<file path="config.mk">
export PLATFORM = sky130hd
export DESIGN_NAME = pe_seq_ctrl
export DESIGN_NICKNAME = d
export VERILOG_FILES = /design/src/rtl/pe_seq_pkg.sv /design/src/rtl/pe_seq_ctrl.sv
export SDC_FILE = /design/constraint.sdc
export NUM_CORES = 1
export LEC_CHECK = 0
export ABC_CLOCK_PERIOD_IN_PS = 1960
export BUFFER_PORTS_ARGS = -buffer_cell sky130_fd_sc_hd__buf_2
export CELL_PAD_IN_SITES_DETAIL_PLACEMENT = 1
export CELL_PAD_IN_SITES_GLOBAL_PLACEMENT = 1
export CORE_MARGIN = 1.5
export CORE_UTILIZATION = 30
export DETAILED_ROUTE_END_ITERATION = 7
export PLACE_DENSITY_LB_ADDON = 0.15
export RECOVER_POWER = 100
export SLEW_MARGIN = 30
export SYNTH_ARGS = -nofsm -noshare
export SYNTH_HDL_FRONTEND = slang
export SYNTH_SLANG_ARGS = --single-unit
</file>
<file path="constraint.sdc">
create_clock -name clk -period 1.96 [get_ports clk]
set_input_delay 0.392 -clock clk [delete_from_list [all_inputs] [get_ports clk]]
set_output_delay 0.392 -clock clk [all_outputs]
set_load 0.005 [all_outputs]
</file>
<file path="src/rtl/pe_seq_pkg.sv">
// Shared types and constants for the PE program sequencer: instruction
// opcodes, PE pipeline opcodes, FSM states, error codes and the layout of
// the 16-bit instruction word {4'b0, addr[7:0], opcode[3:0]}.
package pe_seq_pkg;

  // Instruction opcodes; encodings 11..15 are illegal.
  typedef enum logic [3:0] {
    OP_NOOP          = 4'd0,
    OP_FETCH_A       = 4'd1,
    OP_FETCH_B       = 4'd2,
    OP_ADD           = 4'd3,
    OP_SUB           = 4'd4,
    OP_MUL           = 4'd5,
    OP_DOTP          = 4'd6,
    OP_STORE_TEMP_S1 = 4'd7,
    OP_STORE_TEMP_S2 = 4'd8,
    OP_STORE_RESULT  = 4'd9,
    OP_STOP          = 4'd10
  } opcode_e;

  // Opcodes understood by the two-stage PE pipeline.
  typedef enum logic [2:0] {
    PE_NONE = 3'd0,
    PE_ADD  = 3'd1,
    PE_SUB  = 3'd2,
    PE_MUL  = 3'd3,
    PE_DOTP = 3'd4
  } pe_op_e;

  typedef enum logic [2:0] {
    S_IDLE    = 3'd0,
    S_FETCH   = 3'd1,
    S_DECODE  = 3'd2,
    S_WAIT_PE = 3'd3,
    S_FINISH  = 3'd4
  } state_e;

  localparam logic [1:0] ERR_NONE       = 2'd0;
  localparam logic [1:0] ERR_ILLEGAL    = 2'd1;
  localparam logic [1:0] ERR_PC_OVERRUN = 2'd2;
  localparam logic [1:0] ERR_TIMEOUT    = 2'd3;

  // Instruction word field positions.
  localparam int OPC_LSB  = 0;
  localparam int OPC_W    = 4;
  localparam int ADDR_LSB = 4;
  localparam int ADDR_W   = 8;

  // Maps an arithmetic instruction onto the PE pipeline opcode.
  function automatic pe_op_e pe_op_of(input logic [3:0] opc);
    case (opc)
      OP_ADD:  return PE_ADD;
      OP_SUB:  return PE_SUB;
      OP_MUL:  return PE_MUL;
      OP_DOTP: return PE_DOTP;
      default: return PE_NONE;
    endcase
  endfunction

endpackage

</file>
<file path="src/rtl/pe_seq_ctrl.sv">
// Program sequencer for the SIMD PE datapath. Fetches and decodes one
// instruction per two cycles, drives data RAM reads/writes and PE issue,
// and stalls on the selected PE stage valid.
// Optional PE wait watchdog: define PE_SEQ_TIMEOUT_EN to enable it.
module pe_seq_ctrl
  import pe_seq_pkg::*;
#(
  parameter int INST_DEPTH     = 256,
  parameter int DRAM_DEPTH     = 256,
  parameter int TIMEOUT_CYCLES = 64,
  localparam int IADDR_W       = $clog2(INST_DEPTH),
  localparam int DADDR_W       = $clog2(DRAM_DEPTH)
) (
  input  logic               clk,
  input  logic               rst,
  input  logic               start,
  output logic               inst_ren,
  output logic [IADDR_W-1:0] inst_addr,
  input  logic [15:0]        inst_rdata,
  output logic               dram_a_ren,
  output logic               dram_b_ren,
  output logic [DADDR_W-1:0] dram_raddr,
  output logic               dram_wen,
  output logic [DADDR_W-1:0] dram_waddr,
  output logic               pe_issue,
  output logic [2:0]         pe_opcode,
  input  logic               pe_stage_1_valid,
  input  logic               pe_stage_2_valid,
  output logic               temp_store,
  output logic               temp_sel,
  output logic               busy,
  output logic               done,
  output logic               err,
  output logic [1:0]         err_code
);

  localparam logic [IADDR_W-1:0] PC_LAST = IADDR_W'(INST_DEPTH - 1);

  state_e             state_reg, state_next;
  logic [IADDR_W-1:0] pc_reg, pc_next;
  logic               err_reg, err_next;
  logic [1:0]         err_code_reg, err_code_next;
  logic               res_valid_reg, res_valid_next;
  logic               wait_sel_reg, wait_sel_next;   // 0: stage 1, 1: stage 2
  logic               advance;
  logic               sel_valid;

`ifdef PE_SEQ_TIMEOUT_EN
  localparam int TCNT_W = $clog2(TIMEOUT_CYCLES + 1);
  logic [TCNT_W-1:0] wait_cnt_reg, wait_cnt_next;
`endif

  logic [OPC_W-1:0]  opcode;
  logic [ADDR_W-1:0] addr_field;
  logic              unused_inst_bits;

  assign opcode           = inst_rdata[OPC_LSB +: OPC_W];
  assign addr_field       = inst_rdata[ADDR_LSB +: ADDR_W];
  assign unused_inst_bits = ^{inst_rdata[15:12], addr_field};

  assign inst_addr = pc_reg;
  assign busy      = (state_reg == S_FETCH) || (state_reg == S_DECODE) ||
                     (state_reg == S_WAIT_PE);
  assign err       = err_reg;
  assign err_code  = err_code_reg;

  // State and program-context registers.
  always_ff @(posedge clk) begin
    if (rst) begin
      state_reg     <= S_IDLE;
      pc_reg        <= '0;
      err_reg       <= 1'b0;
      err_code_reg  <= ERR_NONE;
      res_valid_reg <= 1'b0;
      wait_sel_reg  <= 1'b0;
`ifdef PE_SEQ_TIMEOUT_EN
      wait_cnt_reg  <= '0;
`endif
    end else begin
      state_reg     <= state_next;
      pc_reg        <= pc_next;
      err_reg       <= err_next;
      err_code_reg  <= err_code_next;
      res_valid_reg <= res_valid_next;
      wait_sel_reg  <= wait_sel_next;
`ifdef PE_SEQ_TIMEOUT_EN
      wait_cnt_reg  <= wait_cnt_next;
`endif
    end
  end

  // Next-state logic and single-cycle strobes decoded from state and opcode.
  always_comb begin
    state_next     = state_reg;
    pc_next        = pc_reg;
    err_next       = err_reg;
    err_code_next  = err_code_reg;
    res_valid_next = res_valid_reg;
    wait_sel_next  = wait_sel_reg;
`ifdef PE_SEQ_TIMEOUT_EN
    wait_cnt_next  = wait_cnt_reg;
`endif
    advance    = 1'b0;
    sel_valid  = 1'b0;
    inst_ren   = 1'b0;
    dram_a_ren = 1'b0;
    dram_b_ren = 1'b0;
    dram_raddr = '0;
    dram_wen   = 1'b0;
    dram_waddr = '0;
    pe_issue   = 1'b0;
    pe_opcode  = PE_NONE;
    temp_store = 1'b0;
    temp_sel   = 1'b0;
    done       = 1'b0;

    case (state_reg)
      S_IDLE: begin
        if (start) begin
          pc_next        = '0;
          err_next       = 1'b0;
          err_code_next  = ERR_NONE;
          res_valid_next = 1'b0;
          state_next     = S_FETCH;
        end
      end
      S_FETCH: begin
        inst_ren   = 1'b1;
        state_next = S_DECODE;
      end
      S_DECODE: begin
        case (opcode)
          OP_NOOP: advance = 1'b1;
          OP_FETCH_A: begin
            dram_a_ren = 1'b1;
            dram_raddr = addr_field[DADDR_W-1:0];
            advance    = 1'b1;
          end
          OP_FETCH_B: begin
            dram_b_ren = 1'b1;
            dram_raddr = addr_field[DADDR_W-1:0];
            advance    = 1'b1;
          end
          OP_ADD, OP_SUB, OP_MUL, OP_DOTP: begin
            pe_issue      = 1'b1;
            pe_opcode     = pe_op_of(opcode);
            wait_sel_next = (opcode == OP_DOTP);
`ifdef PE_SEQ_TIMEOUT_EN
            wait_cnt_next = '0;
`endif
            state_next    = S_WAIT_PE;
          end
          OP_STORE_TEMP_S1: begin
            temp_store = 1'b1;
            advance    = 1'b1;
          end
          OP_STORE_TEMP_S2: begin
            temp_store = 1'b1;
            temp_sel   = 1'b1;
            advance    = 1'b1;
          end
          OP_STORE_RESULT: begin
            // Issued even without a fresh result: the stale temp is written.
            dram_wen       = 1'b1;
            dram_waddr     = addr_field[DADDR_W-1:0];
            res_valid_next = 1'b0;
            advance        = 1'b1;
          end
          OP_STOP: state_next = S_FINISH;
          default: begin
            err_next      = 1'b1;
            err_code_next = ERR_ILLEGAL;
            state_next    = S_FINISH;
          end
        endcase
      end
      S_WAIT_PE: begin
        sel_valid = wait_sel_reg ? pe_stage_2_valid : pe_stage_1_valid;
        if (sel_valid) begin
          res_valid_next = 1'b1;
          advance        = 1'b1;
        end
`ifdef PE_SEQ_TIMEOUT_EN
        // A valid arriving on the last allowed cycle takes priority.
        else if (wait_cnt_reg == TCNT_W'(TIMEOUT_CYCLES - 1)) begin
          err_next      = 1'b1;
          err_code_next = ERR_TIMEOUT;
          state_next    = S_FINISH;
        end else begin
          wait_cnt_next = wait_cnt_reg + 1'b1;
        end
`endif
      end
      S_FINISH: begin
        done       = 1'b1;
        state_next = S_IDLE;
      end
      default: state_next = S_IDLE;
    endcase

    // Step to the next instruction; running off the end of the RAM is an error.
    if (advance) begin
      if (pc_reg == PC_LAST) begin
        err_next      = 1'b1;
        err_code_next = ERR_PC_OVERRUN;
        state_next    = S_FINISH;
      end else begin
        pc_next    = pc_reg + 1'b1;
        state_next = S_FETCH;
      end
    end
  end

endmodule

</file>
==> Yosys cells after proc, flatten, opt, wreduce, memory -nomap -nowiden <==
Index checks and enable logic that the tools add are counted.
{ "totals": {"reg_bits": 15, "latchBits": 0, "ramBits": 0, "rom_bits": 0, "output_inout_bits": 39, "wordCells": 79, "memories": 0} }
{ "op_classes": {"addsub": 1, "multipliers": 0, "div_mod_pow": 0, "order_cmp": 0, "n_eq_ne": 18, "shift": 0, "mux": 44, "n_bitwise": 0, "n_reduce_logical": 11} }
{ "op_table": {"columns": ["op", "n"], "rows": [
  ["$mux W8", 8],
  ["$pmux W3 S4", 2],
  ["$mux W1", 21],
  ["$eq A4 B3 Y1 const B", 4],
  ["$mux W3", 5],
  ["$eq A4 B4 Y1 const B", 3],
  ["$reduce_or A11 Y1", 1],
  ["$add A8 B1 Y8 const B", 1],
  ["$eq A4 B2 Y1 const B", 2],
  ["$eq A8 B8 Y1 const B", 1],
  ["$mux W2", 4],
  ["$eq A3 B2 Y1 const B", 2],
  ["$ne A3 B3 Y1 const B", 2],
  ["$pmux W3 S2", 1],
  ["$reduce_or A6 Y1", 1],
  ["$eq A4 B1 Y1 const B", 1],
  ["$logic_not A4 Y1", 1],
  ["$pmux W1 S2", 2],
  ["$pmux W2 S2", 1],
  ["$reduce_or A2 Y1", 2],
  ["$reduce_or A4 Y1", 1],
  ["$eq A3 B1 Y1 const B", 1],
  ["$eq A3 B3 Y1 const B", 1],
  ["$logic_not A3 Y1", 1],
  ["other kinds (4)", 5]
]} }

==> Depth between registers and ports, before layout <==
{ "logic_depth": {"ltp_word": 6, "ltp_mapped": 7} }

==> Worst setup path after synthesis <==
No wires, ideal clock.
{ "synth_path": {"path_type": "register to output", "from": "register state_reg[1]", "to": "output dram_raddr[0]", "arrival_time_ns": 1.421, "required_time_ns": 1.568, "path_slack_ns": 0.147, "stages_incl_launch_ff": 5, "n_path_buf": 1, "path_cell_list": "dfxtp_1 -> or3b_1 -> buf_6 -> nor4_2 -> and2_1"} }
{ "synth_between": {"elab_chain_cells": 2} }
{ "synth_lines": {"columns": ["element", "line_no", "rtl"], "rows": [
  ["start: declaration", "pe_seq_ctrl.sv:39", "state_e state_reg, state_next;"],
  ["start signal: assignment", "pe_seq_ctrl.sv:80", "state_reg <= state_next;"],
  ["$eq A3 B2 Y1", "pe_seq_ctrl.sv:117", "case (state_reg)"],
  ["$mux W8", "pe_seq_ctrl.sv:117", null],
  ["end: declaration", "pe_seq_ctrl.sv:22", "output logic [DADDR_W-1:0] dram_raddr,"]
]} }
Every way passes these cells.

==> Final worst setup path <==
{ "layout_path": {"from": "register state_reg[0]", "to": "output dram_raddr[3]"} }
The elaborated chain is that of the path after synthesis.

==> results.md <==
- CTS max path bufs: 2
- Hold Path Cell Cnt: 4
- Final Cell Area: 1550 um^2
- Vias in the first global route: 1285
- DP Area: 1440 um^2
- Yosys reg bits: 15
- Max Slew Vio Count: 0
- DRC Markers: 0
- Adder-cell share of the synthesized area: 1.14%
- Routed vias: 1299
- H-tree depth: 1
- Worst vdd ir: 0.271 mV
- Worst setup SP type: register
- Seq/Total Area, Yosys: 27.5%
- Die Width: 63.4 um
- RR Startpoint: state_reg[0]
- Syn Std Cell Area: 1090 um^2
- CP arrival: 1570 ps
- Final nets: 224
- DRT Pass-1 Iters: 4
- Die area: 4020 um^2
- Tcrit/Tclk final: 100%
- Synth cell count leaders: 19 x and2_1, 15 x dfxtp_1, 12 x nor2_1
- YS warnings: 0
- DR iter-0 viols: 36
- Total GRT Usage: 17.1%
- Number of port buffers: 55
- Die Ht: 63.4 um
- Clk root buf: clkbuf_4
- Layout area overhead: 41.6%
- Failing checks: negative setup slack
- Max Cap Viol: 0
- Clock Latency Late Sink: 280 ps
- Main flop type after synthesis: dfxtp_1
- Worst hold start: pe_stage_1_valid
- Synthesized area per cell: 7.76 um^2
- Tmin final: 1960 ps
- Fraction of layout cells with a size suffix above 1: 39.8%
- Final setup margin: -2.60 ps
- Nature of the critical path endpoint: output pin
- Max reg flops: 8
- R2r worst-path depth: 6
- Core Footprint: 3420 um^2
- Total wire length: 3550 um
- Multiplexer share of the synthesized area: 0.915%
- Power per cell area: 414 nW/um^2
- Final GP Congestion: 0.788
- Cell variety after synth: 40
- Slew margin rel.: 67.6%
- Total gr overflow: 0
- Cts bufs inserted: 3
- # setup viols final: 1
- Final HPWL DP: 2660 um
- Row count: 21
- Main combinational cell family by area after synthesis: simple AND/OR/NAND/NOR gates
- RSZ-0062 raised after global routing: true
- Clock transition at the registers of the reported paths: 90 ps
- Synth Area in Compound Gates: 19.6%
- Synth area leaders: dfxtp_1 27%, and2_1 11%, nor2_1 4.1%
- Initial antenna violation count: 0
- Hold Fails Final Rpt: 0
- Final hold slack: 456 ps
- Vias per inst: 5.26
- Wire length per cell: 14.4 um
- Xor/xnor share of the synthesized area: 2.40%
- Worst-margin pin slew: 483 ps
- FFs w/ async S/R, synth: 0%
- Post-route ant nets: 0
- Syn nets: 163
- Fmax: 0.510 GHz
- Antenna fix cells: 0
- Hold Path End: state_reg[0]
- Cells after synthesis: 141
- R2R Path End: inst_addr[6]
- IO Count: 60
- Post-synthesis simple-gate area fraction: 43.5%
- EDFF count, synth: 0
- Top cell type's share of synthesized area: 27.5%
- Critical path data required time: 1570 ps
- Leak Pwr: 0.665 nW
- Count leader, synth: and2_1
- Initial Util: 32.0%
- Setup Skew: 4.44 ps
- Core Util, Final: 45.3%
- Worst Hold Class: in2reg
- Filler Cell Count: 462
- Max FO, Critical Path: 8
- Flop-to-flop setup slack: 110 ps
- Final setup TNS: -2.60 ps
- First-pass GRT wire length: 5790 um
- Cell accounting for the most synthesized area: dfxtp_1
- Crit path kind: reg2out
- CTS tree: built
- Status: complete, but fails checks
- Clock Sinks: 15
- Largest net degree at the start of global routing: 21
-- through the flow --
stage	instances	worst slack [ps]	total power (W)
global placement	241	156	0.000451
finish	247	-2.60	0.000641
detailed placement	241	118	0.000458
global route	247	-106	0.000679
floorplan	141	147	0.000404
CTS	247	-41.8	0.000652
-- placed cells by master, fill, tap and decap left out, drive strengths merged, types with 8 or more instances in the layout --
master and n:
a21oi 8, and2 19, buf 56, clkbuf 13, dfxtp 15, nand2 8, nand3 8, nor2 12
o21ai 9
-- kinds of logic after synthesis --
group / after synthesis
simple gates: 79
compound gates: 32
flops: 15
buf+inv: 10
xor+xnor: 3
mux: 1
fa+ha+maj: 1
-- worst max path at each step --
| stage | end | from | cells past startpoint |
|---|---|---|---|
| 3_5_place_dp | inst_addr[6] | inst_rdata[1] | 6 |
| 6_report | dram_raddr[3] | state_reg[0] | 5 |
| 4_1_cts | dram_a_ren | state_reg[2] | 6 |
| 2_1_floorplan | dram_raddr[0] | state_reg[1] | 4 |
| 5_1_grt | dram_raddr[7] | state_reg[1] | 5 |
| 3_3_place_gp | dram_a_ren | state_reg[0] | 6 |
-- layout make-up --
| class | instances | area [um^2] | area share, % |
|---|---|---|---|
| multi-input cells | 116 | 786 | 50.7 |
| repair buffers | 65 | 373 | 24.1 |
| flip-flops and latches | 15 | 303 | 19.5 |
| well taps | 46 | 57.6 | 3.72 |
| clock buffers | 4 | 26.3 | 1.70 |
| inverters | 1 | 3.75 | 0.242 |
-- routing by layer --
| layer | global-route usage [%] | part of all wire [%] |
|---|---|---|
| met4 | 2.45 | 0.20 |
| met5 | 0 | 0 |
| met1 | 18.9 | 42 |
| met3 | 3.57 | 6.6 |
| met2 | 33.7 | 51 |
-- critical path, stage by stage, from the launching register on --
cell and delay, ps:
dfxtp_1 320, or3b_4 420, nor4_2 140, buf_4 180, and2_4 140, buf_6 90
-- report_power, final --
part,switching [W],leakage (nW),internal (W)
sequential,0.00000388,0.122,0.000311
combinational,0.0000871,0.527,0.0000619
clock,0.0000980,0.0150,0.0000789
total,0.000189,0.665,0.000452
-- repair_timing --
| item | in CTS | in global routing |
|---|---|---|
| endpoints found under the setup margin | 22 | 25 |
| endpoints found under the hold margin | 0 | 0 |
| resized for setup | 17 | 11 |
| hold buffers | 0 | 0 |
| pin swaps | 11 | 4 |
| setup buffers | 2 | 0 |
Power figures use the tool's default switching activity.
